## config.mk

```make
export PLATFORM = sky130hd
export DESIGN_NAME = linear_requantizer
export DESIGN_NICKNAME = d
export VERILOG_FILES = /design/src/rtl/linear_requantizer_pkg.sv /design/src/rtl/linear_requantizer_round_shift.sv /design/src/rtl/linear_requantizer.sv
export SDC_FILE = /design/constraint.sdc
export NUM_CORES = 2
export LEC_CHECK = 0
export BUFFER_PORTS_ARGS = -buffer_cell sky130_fd_sc_hd__buf_4
export CAP_MARGIN = 20
export CORE_UTILIZATION = 55
export DETAILED_ROUTE_END_ITERATION = 10
export PLACE_DENSITY = 0.77
export RECOVER_POWER = 100
export SLEW_MARGIN = 5
export SYNTH_ARGS = -nofsm -noshare
export SYNTH_HDL_FRONTEND = slang
export SYNTH_HIERARCHICAL = 1
export SYNTH_SLANG_ARGS = --single-unit
```

## constraint.sdc

```tcl
create_clock -name clk -period 14.5 [get_ports clk]
set_clock_uncertainty 0.05 [all_clocks]
set_input_delay 1.45 -clock clk [delete_from_list [all_inputs] [get_ports clk]]
set_output_delay 1.45 -clock clk [all_outputs]
set_load 0.02 [all_outputs]
```

## src/rtl/linear_requantizer_pkg.sv

```systemverilog
`default_nettype none
// +----------------------------------------------------------------------------+
// | linear_requantizer_pkg                                                     |
// | Shared widths, typedefs and the signed saturation helper for the layer.    |
// | Revision: 1.0                                                              |
// +----------------------------------------------------------------------------+
package linear_requantizer_pkg;

  localparam int unsigned C_PRECISION      = 8;
  localparam int unsigned C_BIAS_PRECISION = 32;
  localparam int unsigned C_MULT_PRECISION = 32;
  localparam int unsigned C_SHIFT_WIDTH    = 6;
  localparam int unsigned C_SAT_WIDTH      = 128;

  typedef logic signed [C_BIAS_PRECISION-1:0]                  acc_t;
  typedef logic        [C_PRECISION-1:0]                       act_t;
  typedef logic signed [C_MULT_PRECISION-1:0]                  mult_t;
  typedef logic signed [C_BIAS_PRECISION+C_MULT_PRECISION-1:0] prod_t;

  // Clamp a wide signed value into the signed range of 'width' bits.
  function automatic logic signed [C_SAT_WIDTH-1:0] sat_signed(
    input logic signed [C_SAT_WIDTH-1:0] value,
    input int unsigned                   width
  );
    logic signed [C_SAT_WIDTH-1:0] w_one;
    logic signed [C_SAT_WIDTH-1:0] w_max;
    logic signed [C_SAT_WIDTH-1:0] w_min;
    w_one = 1;
    w_max = (w_one <<< (width - 1)) - w_one;
    w_min = -w_max - w_one;
    if (value > w_max) begin
      return w_max;
    end else if (value < w_min) begin
      return w_min;
    end
    return value;
  endfunction

endpackage
`default_nettype wire

```

## src/rtl/linear_requantizer_round_shift.sv

```systemverilog
`default_nettype none
// +----------------------------------------------------------------------------+
// | linear_requantizer_round_shift                                             |
// | Registered arithmetic right shift, rounding half toward +infinity.         |
// | Revision: 1.0                                                              |
// +----------------------------------------------------------------------------+
module linear_requantizer_round_shift #(
  parameter int unsigned IN_WIDTH    = 64,
  parameter int unsigned SHIFT_WIDTH = 6
) (
  input  logic                       clk,
  input  logic                       rst,
  input  logic                       i_en,
  input  logic signed [IN_WIDTH-1:0] i_value,
  input  logic [SHIFT_WIDTH-1:0]     i_shift,
  output logic signed [IN_WIDTH:0]   o_result
);

  logic signed [IN_WIDTH:0] w_ext;
  logic signed [IN_WIDTH:0] w_half;
  logic signed [IN_WIDTH:0] w_sum;
  logic signed [IN_WIDTH:0] w_rounded;

  // One guard bit keeps value + half from wrapping at the largest shifts.
  assign w_ext     = {i_value[IN_WIDTH-1], i_value};
  assign w_half    = (i_shift == '0) ? '0
                   : ((IN_WIDTH+1)'(1) << (i_shift - SHIFT_WIDTH'(1)));
  assign w_sum     = w_ext + w_half;
  assign w_rounded = w_sum >>> i_shift;

  always_ff @(posedge clk or negedge rst) begin
    if (!rst) begin
      o_result <= '0;
    end else if (i_en) begin
      o_result <= w_rounded;
    end
  end

endmodule
`default_nettype wire

```

## src/rtl/linear_requantizer.sv

```systemverilog
`default_nettype none
// +----------------------------------------------------------------------------+
// | linear_requantizer                                                         |
// | 4-stage requantization: zero-point removal, bias, scale, round, clamp.     |
// | Revision: 1.0                                                              |
// +----------------------------------------------------------------------------+
module linear_requantizer
  import linear_requantizer_pkg::*;
#(
  parameter int unsigned PRECISION      = C_PRECISION,
  parameter int unsigned BIAS_PRECISION = C_BIAS_PRECISION,
  parameter int unsigned MULT_PRECISION = C_MULT_PRECISION,
  parameter int unsigned SHIFT_WIDTH    = C_SHIFT_WIDTH
) (
  input  logic                      clk,
  input  logic                      rst,
  input  logic                      in_valid,
  output logic                      in_ready,
  input  logic [BIAS_PRECISION-1:0] acc,
  input  logic [BIAS_PRECISION-1:0] ai,
  input  logic [BIAS_PRECISION-1:0] bias,
  input  logic [PRECISION-1:0]      zp_w,
  input  logic [MULT_PRECISION-1:0] mult,
  input  logic [SHIFT_WIDTH-1:0]    shift,
  input  logic [PRECISION-1:0]      zp_out,
  output logic                      out_valid,
  input  logic                      out_ready,
  output logic [PRECISION-1:0]      out_data,
  output logic                      busy
);

  localparam int unsigned C_CORR_W = BIAS_PRECISION + PRECISION + 2;
  localparam int unsigned C_PROD_W = BIAS_PRECISION + MULT_PRECISION;
  localparam int unsigned C_RND_W  = C_PROD_W + 1;
  localparam int unsigned C_Y_W    = C_RND_W + 1;

  logic [3:0]                          r_vld;
  logic                                w_en;
  logic                                w_in_fire;
  logic [PRECISION+BIAS_PRECISION-1:0] w_zpai;
  logic signed [C_CORR_W-1:0]          w_acc_ext;
  logic signed [C_CORR_W-1:0]          w_bias_ext;
  logic signed [C_CORR_W-1:0]          w_zpai_ext;
  logic signed [C_CORR_W-1:0]          w_corr_wide;
  logic signed [BIAS_PRECISION-1:0]    w_corr_sat;
  logic signed [BIAS_PRECISION-1:0]    r_corr;
  logic signed [C_PROD_W-1:0]          w_prod;
  logic signed [C_PROD_W-1:0]          r_prod;
  logic signed [C_RND_W-1:0]           w_rnd;
  logic signed [C_Y_W-1:0]             w_y;
  logic [PRECISION-1:0]                w_clamp;
  logic [PRECISION-1:0]                r_out;

  assign w_en      = !r_vld[3] || out_ready;
  assign in_ready  = w_en && rst;
  assign w_in_fire = in_valid && in_ready;
  assign out_valid = r_vld[3];
  assign out_data  = r_out;
  assign busy      = |r_vld;

  always_ff @(posedge clk or negedge rst) begin
    if (!rst) begin
      r_vld <= '0;
    end else if (w_en) begin
      r_vld <= {r_vld[2:0], w_in_fire};
    end
  end

  // S1: unsigned zp_w*ai fits P+B bits; two extra bits hold the signed sum.
  assign w_zpai      = {{BIAS_PRECISION{1'b0}}, zp_w} * {{PRECISION{1'b0}}, ai};
  assign w_acc_ext   = {{(C_CORR_W-BIAS_PRECISION){acc[BIAS_PRECISION-1]}}, acc};
  assign w_bias_ext  = {{(C_CORR_W-BIAS_PRECISION){bias[BIAS_PRECISION-1]}}, bias};
  assign w_zpai_ext  = {2'b00, w_zpai};
  assign w_corr_wide = w_acc_ext + w_bias_ext - w_zpai_ext;
  assign w_corr_sat  = BIAS_PRECISION'(sat_signed(
                         {{(C_SAT_WIDTH-C_CORR_W){w_corr_wide[C_CORR_W-1]}}, w_corr_wide},
                         BIAS_PRECISION));

  // S2: full-width signed product.
  assign w_prod = $signed({{MULT_PRECISION{r_corr[BIAS_PRECISION-1]}}, r_corr})
                * $signed({{BIAS_PRECISION{mult[MULT_PRECISION-1]}}, mult});

  linear_requantizer_round_shift #(
    .IN_WIDTH    (C_PROD_W),
    .SHIFT_WIDTH (SHIFT_WIDTH)
  ) u_round_shift (
    .clk      (clk),
    .rst      (rst),
    .i_en     (w_en && r_vld[1]),
    .i_value  (r_prod),
    .i_shift  (shift),
    .o_result (w_rnd)
  );

  // S4: add output zero-point, clamp into the unsigned activation range.
  assign w_y = {w_rnd[C_RND_W-1], w_rnd} + {{(C_Y_W-PRECISION){1'b0}}, zp_out};

  always_comb begin
    w_clamp = w_y[PRECISION-1:0];
    if (w_y[C_Y_W-1]) begin
      w_clamp = '0;
    end else if (|w_y[C_Y_W-2:PRECISION]) begin
      w_clamp = '1;
    end
  end

  always_ff @(posedge clk or negedge rst) begin
    if (!rst) begin
      r_corr <= '0;
      r_prod <= '0;
      r_out  <= '0;
    end else if (w_en) begin
      if (w_in_fire) begin
        r_corr <= w_corr_sat;
      end
      if (r_vld[0]) begin
        r_prod <= w_prod;
      end
      if (r_vld[2]) begin
        r_out <= w_clamp;
      end
    end
  end

endmodule
`default_nettype wire

```

# Word-level counts from Yosys, hierarchy flattened
# Cells that the tools add are included.
[totals]
regBits = 173
in_bits = 154
output_inout_bits = 11
wordCells = 35
[classes]
add_sub_neg = 5
mul = 2
magnitude_cmp = 2
n_shift = 2
n_mux = 8
n_reduce_logical = 11
[ops]
columns = ["cell", "count"]
rows = [
  ["$mux 32", 3],
  ["$add 65x9->66", 1],
  ["$add 64x65->65", 1],
  ["$mux 65", 1],
  ["$shl 1x6->65 const A", 1],
  ["$sshr 65x6->65", 1],
  ["$mul 32x32->64", 1],
  ["$reduce_or 57->1", 1],
  ["$gt 42x32->1 const B", 1],
  ["$lt 42x32->1 const B", 1],
  ["$sub 33x41->42", 1],
  ["$mul 8x32->40", 1],
  ["$add 32x32->33", 1],
  ["$mux 8", 2],
  ["$logic_not 6->1", 1],
  ["$reduce_and 2->1", 3],
  ["$sub 6x1->6 const B", 1],
  ["$reduce_or 4->1", 1],
  ["$logic_and 1x1->1", 3],
  ["$mux 1", 2],
  ["$logic_not 1->1", 1],
  ["$logic_or 1x1->1", 1],
]

# Longest topological paths before layout
[depth]
depth_word = 6
mapped_depth = 36
mapped_depth_nobuf = 34

# Cells and area by module
# The synthesis kept the hierarchy.
[modules_own_cells]
columns = ["mod", "instances", "cells_per_inst", "area_each_um2", "seq_area_each_um2"]
rows = [
  ["linear_requantizer", 1, 5970, 52915.8, 2702.6],
  ["linear_requantizer_round_shift", 1, 2083, 14099.8, 1626.6],
]

# Least setup slack after synthesis
# Ideal clock, no wire load.
[synth_path]
path_kind = "input -> register"
from = "input zp_w[7]"
to = "register r_corr[21]"
setup_time_ns = 0.138
t_arrival_ns = 9.246
required_time_ns = 14.312
slack_ns = 5.066
stages = 35
path_buffers = 3
path_cell_list = "clkbuf_1 nand2_1 fa_1 fa_1 inv_1 fa_1 inv_1 fa_1 inv_1 ha_1 a21o_1 a21oi_1 a21boi_0 a211oi_1 a21oi_1 and2_1 a21oi_1 o21bai_1 a21oi_1 xor2_1 fa_1 ha_1 clkbuf_1 a21oi_1 o21ai_0 a2111oi_0 nand2_1 a41oi_1 o31ai_1 xnor2_1 a2111oi_0 o2111ai_1 nand2_1 buf_2 o22ai_1"
[synth_between]
elab_chain_len = 6
elab_cells_between_ends = 8
classes_between = "1 x add/sub; 1 x mul; 2 x order compare; 4 x mux"
[synth_lines]
columns = ["item", "line_no", "source"]
rows = [
  ["start: declaration", "linear_requantizer.sv:22", "input logic [PRECISION-1:0] zp_w,"],
  ["$mul 8x32->40 *", "linear_requantizer.sv:70", "assign w_zpai = {{BIAS_PRECISION{1'b0}}, zp_w} * {{PRECISION{1'b0}}, ai};"],
  ["$sub 33x41->42 *", "linear_requantizer.sv:74", "assign w_corr_wide = w_acc_ext + w_bias_ext - w_zpai_ext;"],
  ["$lt 42x32->1", "linear_requantizer_pkg.sv:33", "end else if (value < w_min) begin"],
  ["$mux 1", "linear_requantizer_pkg.sv:33", ""],
  ["$mux 1", "linear_requantizer_pkg.sv:31", "if (value > w_max) begin"],
  ["$mux 32 *", "linear_requantizer_pkg.sv:36", "return value;"],
  ["end signal: assignment", "linear_requantizer.sv:114", "r_corr <= w_corr_sat;"],
  ["end: declaration", "linear_requantizer.sv:46", "logic signed [BIAS_PRECISION-1:0] r_corr;"],
]
# Every way passes the cells marked *; elsewhere a longest branch is shown, timed or not.
# A chain may end at the register's enable or synchronous reset.

# Worst setup path after layout
[layout_path]
from = "input shift[1]"
to = "register u_round_shift.o_result[16]"
[layout_between]
elab_chain_len = 5
elab_cells_between_ends = 6
classes_between = "2 x add/sub; 2 x shift; 1 x mux; 1 x reduce/logical"
[layout_lines]
columns = ["item", "line_no", "source"]
rows = [
  ["start: declaration", "linear_requantizer.sv:24", "input logic [SHIFT_WIDTH-1:0] shift,"],
  ["$sub 6x1->6", "linear_requantizer_round_shift.sv:27", ": ((IN_WIDTH+1)'(1) << (i_shift - SHIFT_WIDTH'(1)));"],
  ["$shl 1x6->65", "linear_requantizer_round_shift.sv:27", ""],
  ["$mux 65", "linear_requantizer_round_shift.sv:26", "assign w_half = (i_shift == '0) ? '0"],
  ["$add 64x65->65", "linear_requantizer_round_shift.sv:28", "assign w_sum = w_ext + w_half;"],
  ["$sshr 65x6->65 *", "linear_requantizer_round_shift.sv:29", "assign w_rounded = w_sum >>> i_shift;"],
  ["end signal: assignment", "linear_requantizer_round_shift.sv:35", "o_result <= w_rounded;"],
  ["end: declaration", "linear_requantizer_round_shift.sv:16", "output logic signed [IN_WIDTH:0] o_result"],
]
# Marked as above.

==> summary.md <==
| Metric | Value |
|---|---|
| Post-synth EDFFs | 0 |
| I/O pin count | 165 |
| Max FO, Critical Path | 61 |
| Net Count, Synth | about 9,900 |
| Area Growth Syn to Fin | 3.82% |
| WL/cell | ~22 um |
| Core ar. | 0.120 mm^2 |
| Initial antenna violation count | 5 |
| H-tree levels | 4 |
| Post-CTS setup buffers | 0 |
| CTS-repair resized insts | 0 |
| Max transition margin | -145% |
| Worst path required time | around 15 ns |
| Clk sink count | about 170 |
| Layout cells sized above 1 | roughly 4.9% |
| GPL Wtd Cong | between 1 and 1.5 |
| Period utilization | about 86% |
| Total die area | between 0.1 and 0.15 mm^2 |
| # hold bufs at CTS | 0 |
| Mapped cell area | 0.0670 mm^2 |
| Vias in the first global route | about 61,000 |
| Highest clock rate | 80.4 MHz |
| Async S/R FF share, synth | between 90% and 100% |
| Global route overflow | 0 |
| Synth area leaders | fa_1 39%, inv_1 7.7%, nand2_1 7.1% |
| Post-DP HPWL | between 150,000 and 200,000 um |
| Register area share after synthesis | about 6.5% |
| TritonRoute pass-1 iters | 7 |
| Layout net count | between 9,000 and 10,000 |
| Final ANT Viol Nets | 0 |
| CTS Buffer Depth | 2 |
| DRC viols | 0 |
| I/O Buffers | between 150 and 200 |
| Setup_tns | 0 ns |
| Worst Hold Class | reg -> reg |
| Critical Path End Type | flip-flop |
| Max Cap Viol | 6 |
| #FFs+latches synth | approximately 170 |
| Critical path's top delay family | compound AO/OA/AOI/OAI gates |
| Final count of pins violating max slew | between 300 and 400 |
| Clk pin slew, worst setup/hold paths | 0.08 ns |
| Largest stage delay on the critical path | 1.99 ns |
| Worst path cell trace | clkbuf_1 > inv_1 > nor2_1 > nand2_1 > nor2_1 > ha_1 > a21oi_1 > o21ai_0 > a221oi_1 > a21oi_1 > a211oi_1 > nor3b_1 > nor4_1 > mux4_2 > nor2_1 > a31oi_1 > o221ai_1 > a31oi_1 |
| Status | finished, violations left |
| # setup viols final | 0 |
| Avg Cell Area, Syn | 8.32 um^2 |
| Synth cell count leaders | 1,371 x inv_1, 1,305 x fa_1, 1,270 x nand2_1 |
| Via Count | about 59,000 |
| CP Buf/Inv Count | 2 |
| Crit Path Class | in -> reg |
| Post-layout minimum cycle time | approximately 12 ns |
| Drt initial violations | approximately 6,000 |
| Largest net degree at the start of global routing | 103 |
| Die X-Extent | 351 um |
| CTS Root Cell | clkbuf_16 |
| RSZ-0062 raised after global routing | false |
| Startpoint Class | input pin |
| Count leader, synth | inv_1 |
| Syn. warnings | 6 |
| Via density | a little over 6 |
| Violated checks | capacitance limit, slew limit |
| CTS tree | built |
| WP data arrival | 12.81 ns |
| Starting density of the core | 55.6% |
| Cell mode on critical path | nor2_1 |
| Area fraction of the dominant cell type after synthesis | about two fifths |
| Synth cell types | 129 |
| Final WL | 214,000 um |
| Syn Inst Count | about 8,000 |
| Rows | 127 |
| Worst slew pin tran | between 3 and 4 ns |
| Slowest-stage cell, CP | clkbuf_1 |
| Leading area contributor after synthesis | fa_1 |
| Main synth FF type | dfrtp_1 |
| GRT Util Overall | 35.5% |
| Worst skew pair latency | about 0.52 ns |
| Clock buffer count from CTS | 17 |
| First-pass GRT wire length | ~340,000 um |
| Die Height | between 300 and 400 um |
| Final Hold Vio Count | 0 |
| Fillers | around 11,000 |
[flip-flops by register name, summed over array words and instances (netlist names)]
register                cells
out_data                    8
r_vld                       4
r_corr                     32
r_prod                     64
u_round_shift/o_result     65
[worst min-delay path: stages, from the launching register on]
cell and delay [ns]:
dfrtp_1 0.34, nand2_1 0.05, o21ai_0 0.06
[path summary, 6_finish.rpt]
path	start	end	slack [ns]	cells after the start
max reg2reg	r_corr[31]$_DFFE_PN0P_	r_prod[56]$_DFFE_PN0P_	4.75	29
max in group asynchronous	rst	r_prod[34]$_DFFE_PN0P_	8.01	2
min reg2reg	r_prod[41]$_DFFE_PN0P_	r_prod[41]$_DFFE_PN0P_	0.44	2
min	r_prod[41]$_DFFE_PN0P_	r_prod[41]$_DFFE_PN0P_	0.44	2
max	shift[1]	u_round_shift/o_result[16]$_DFFE_PN0P_	2.07	18
min in group asynchronous	rst	out_data[3]$_DFFE_PN0P_	1.80	1
[placed cells by master, fill, tap and decap left out, drive strengths merged, types with 47 or more instances in the layout]
master	count
inv	1381
xnor2	131
and2	479
o22ai	63
o211ai	50
fa	1305
a31oi	47
xor2	68
a211oi	56
nor3	96
nand2b	57
a21o	96
ha	359
dfrtp	173
nand4	89
mux2i	91
nand2	1273
nor2	417
a21oi	336
nand3	123
buf	212
o21ai	299
[per-layer routing]
| layer | GRT usage [%] | share of wire [%] |
|---|---|---|
| met4 | 19.2 | 6.2 |
| met3 | 6.37 | 9.6 |
| met1 | 46.3 | 38 |
| met5 | 0 | 0.011 |
| met2 | 56.2 | 46 |
[logic make-up after synthesis]
logic type / synth area share, %
compound gates: 13.6
xor+xnor: 2.60
fa+ha+maj: 45.7
buf+inv: 10.3
flops: 6.46
mux: 2.37
other cells: 0.00560
simple gates: 19.0
[stage by stage]
step / instances / util, % / worst slack, ns / hold WS (ns) / instance area [um^2]
floorplan: 8053 / - / 5.07 / 0.405 / 67000
global placement: 9469 / 57.4 / 3.44 / 0.429 / 69100
detailed placement: 9469 / 57.4 / 3.24 / 0.431 / 69100
CTS: 9501 / 57.9 / 3.78 / 0.448 / 69700
global route: 9503 / 57.8 / 1.91 / 0.472 / 69600
finish: 9505 / 57.8 / 2.07 / 0.442 / 69600
[layout make-up]
type	count	area, um^2	area share, %
diodes	3	7.51	0.0108
clock buffers	18	439	0.631
clock inverters	14	193	0.277
inverters	1377	5170	7.43
multi-input cells	6073	55700	80.1
flip-flops and latches	173	4330	6.22
well taps	1612	2020	2.90
repair buffers	235	1680	2.42
Power is not shown: default switching activity piles up to over one toggle a cycle in this logic, so the estimate is an artifact.
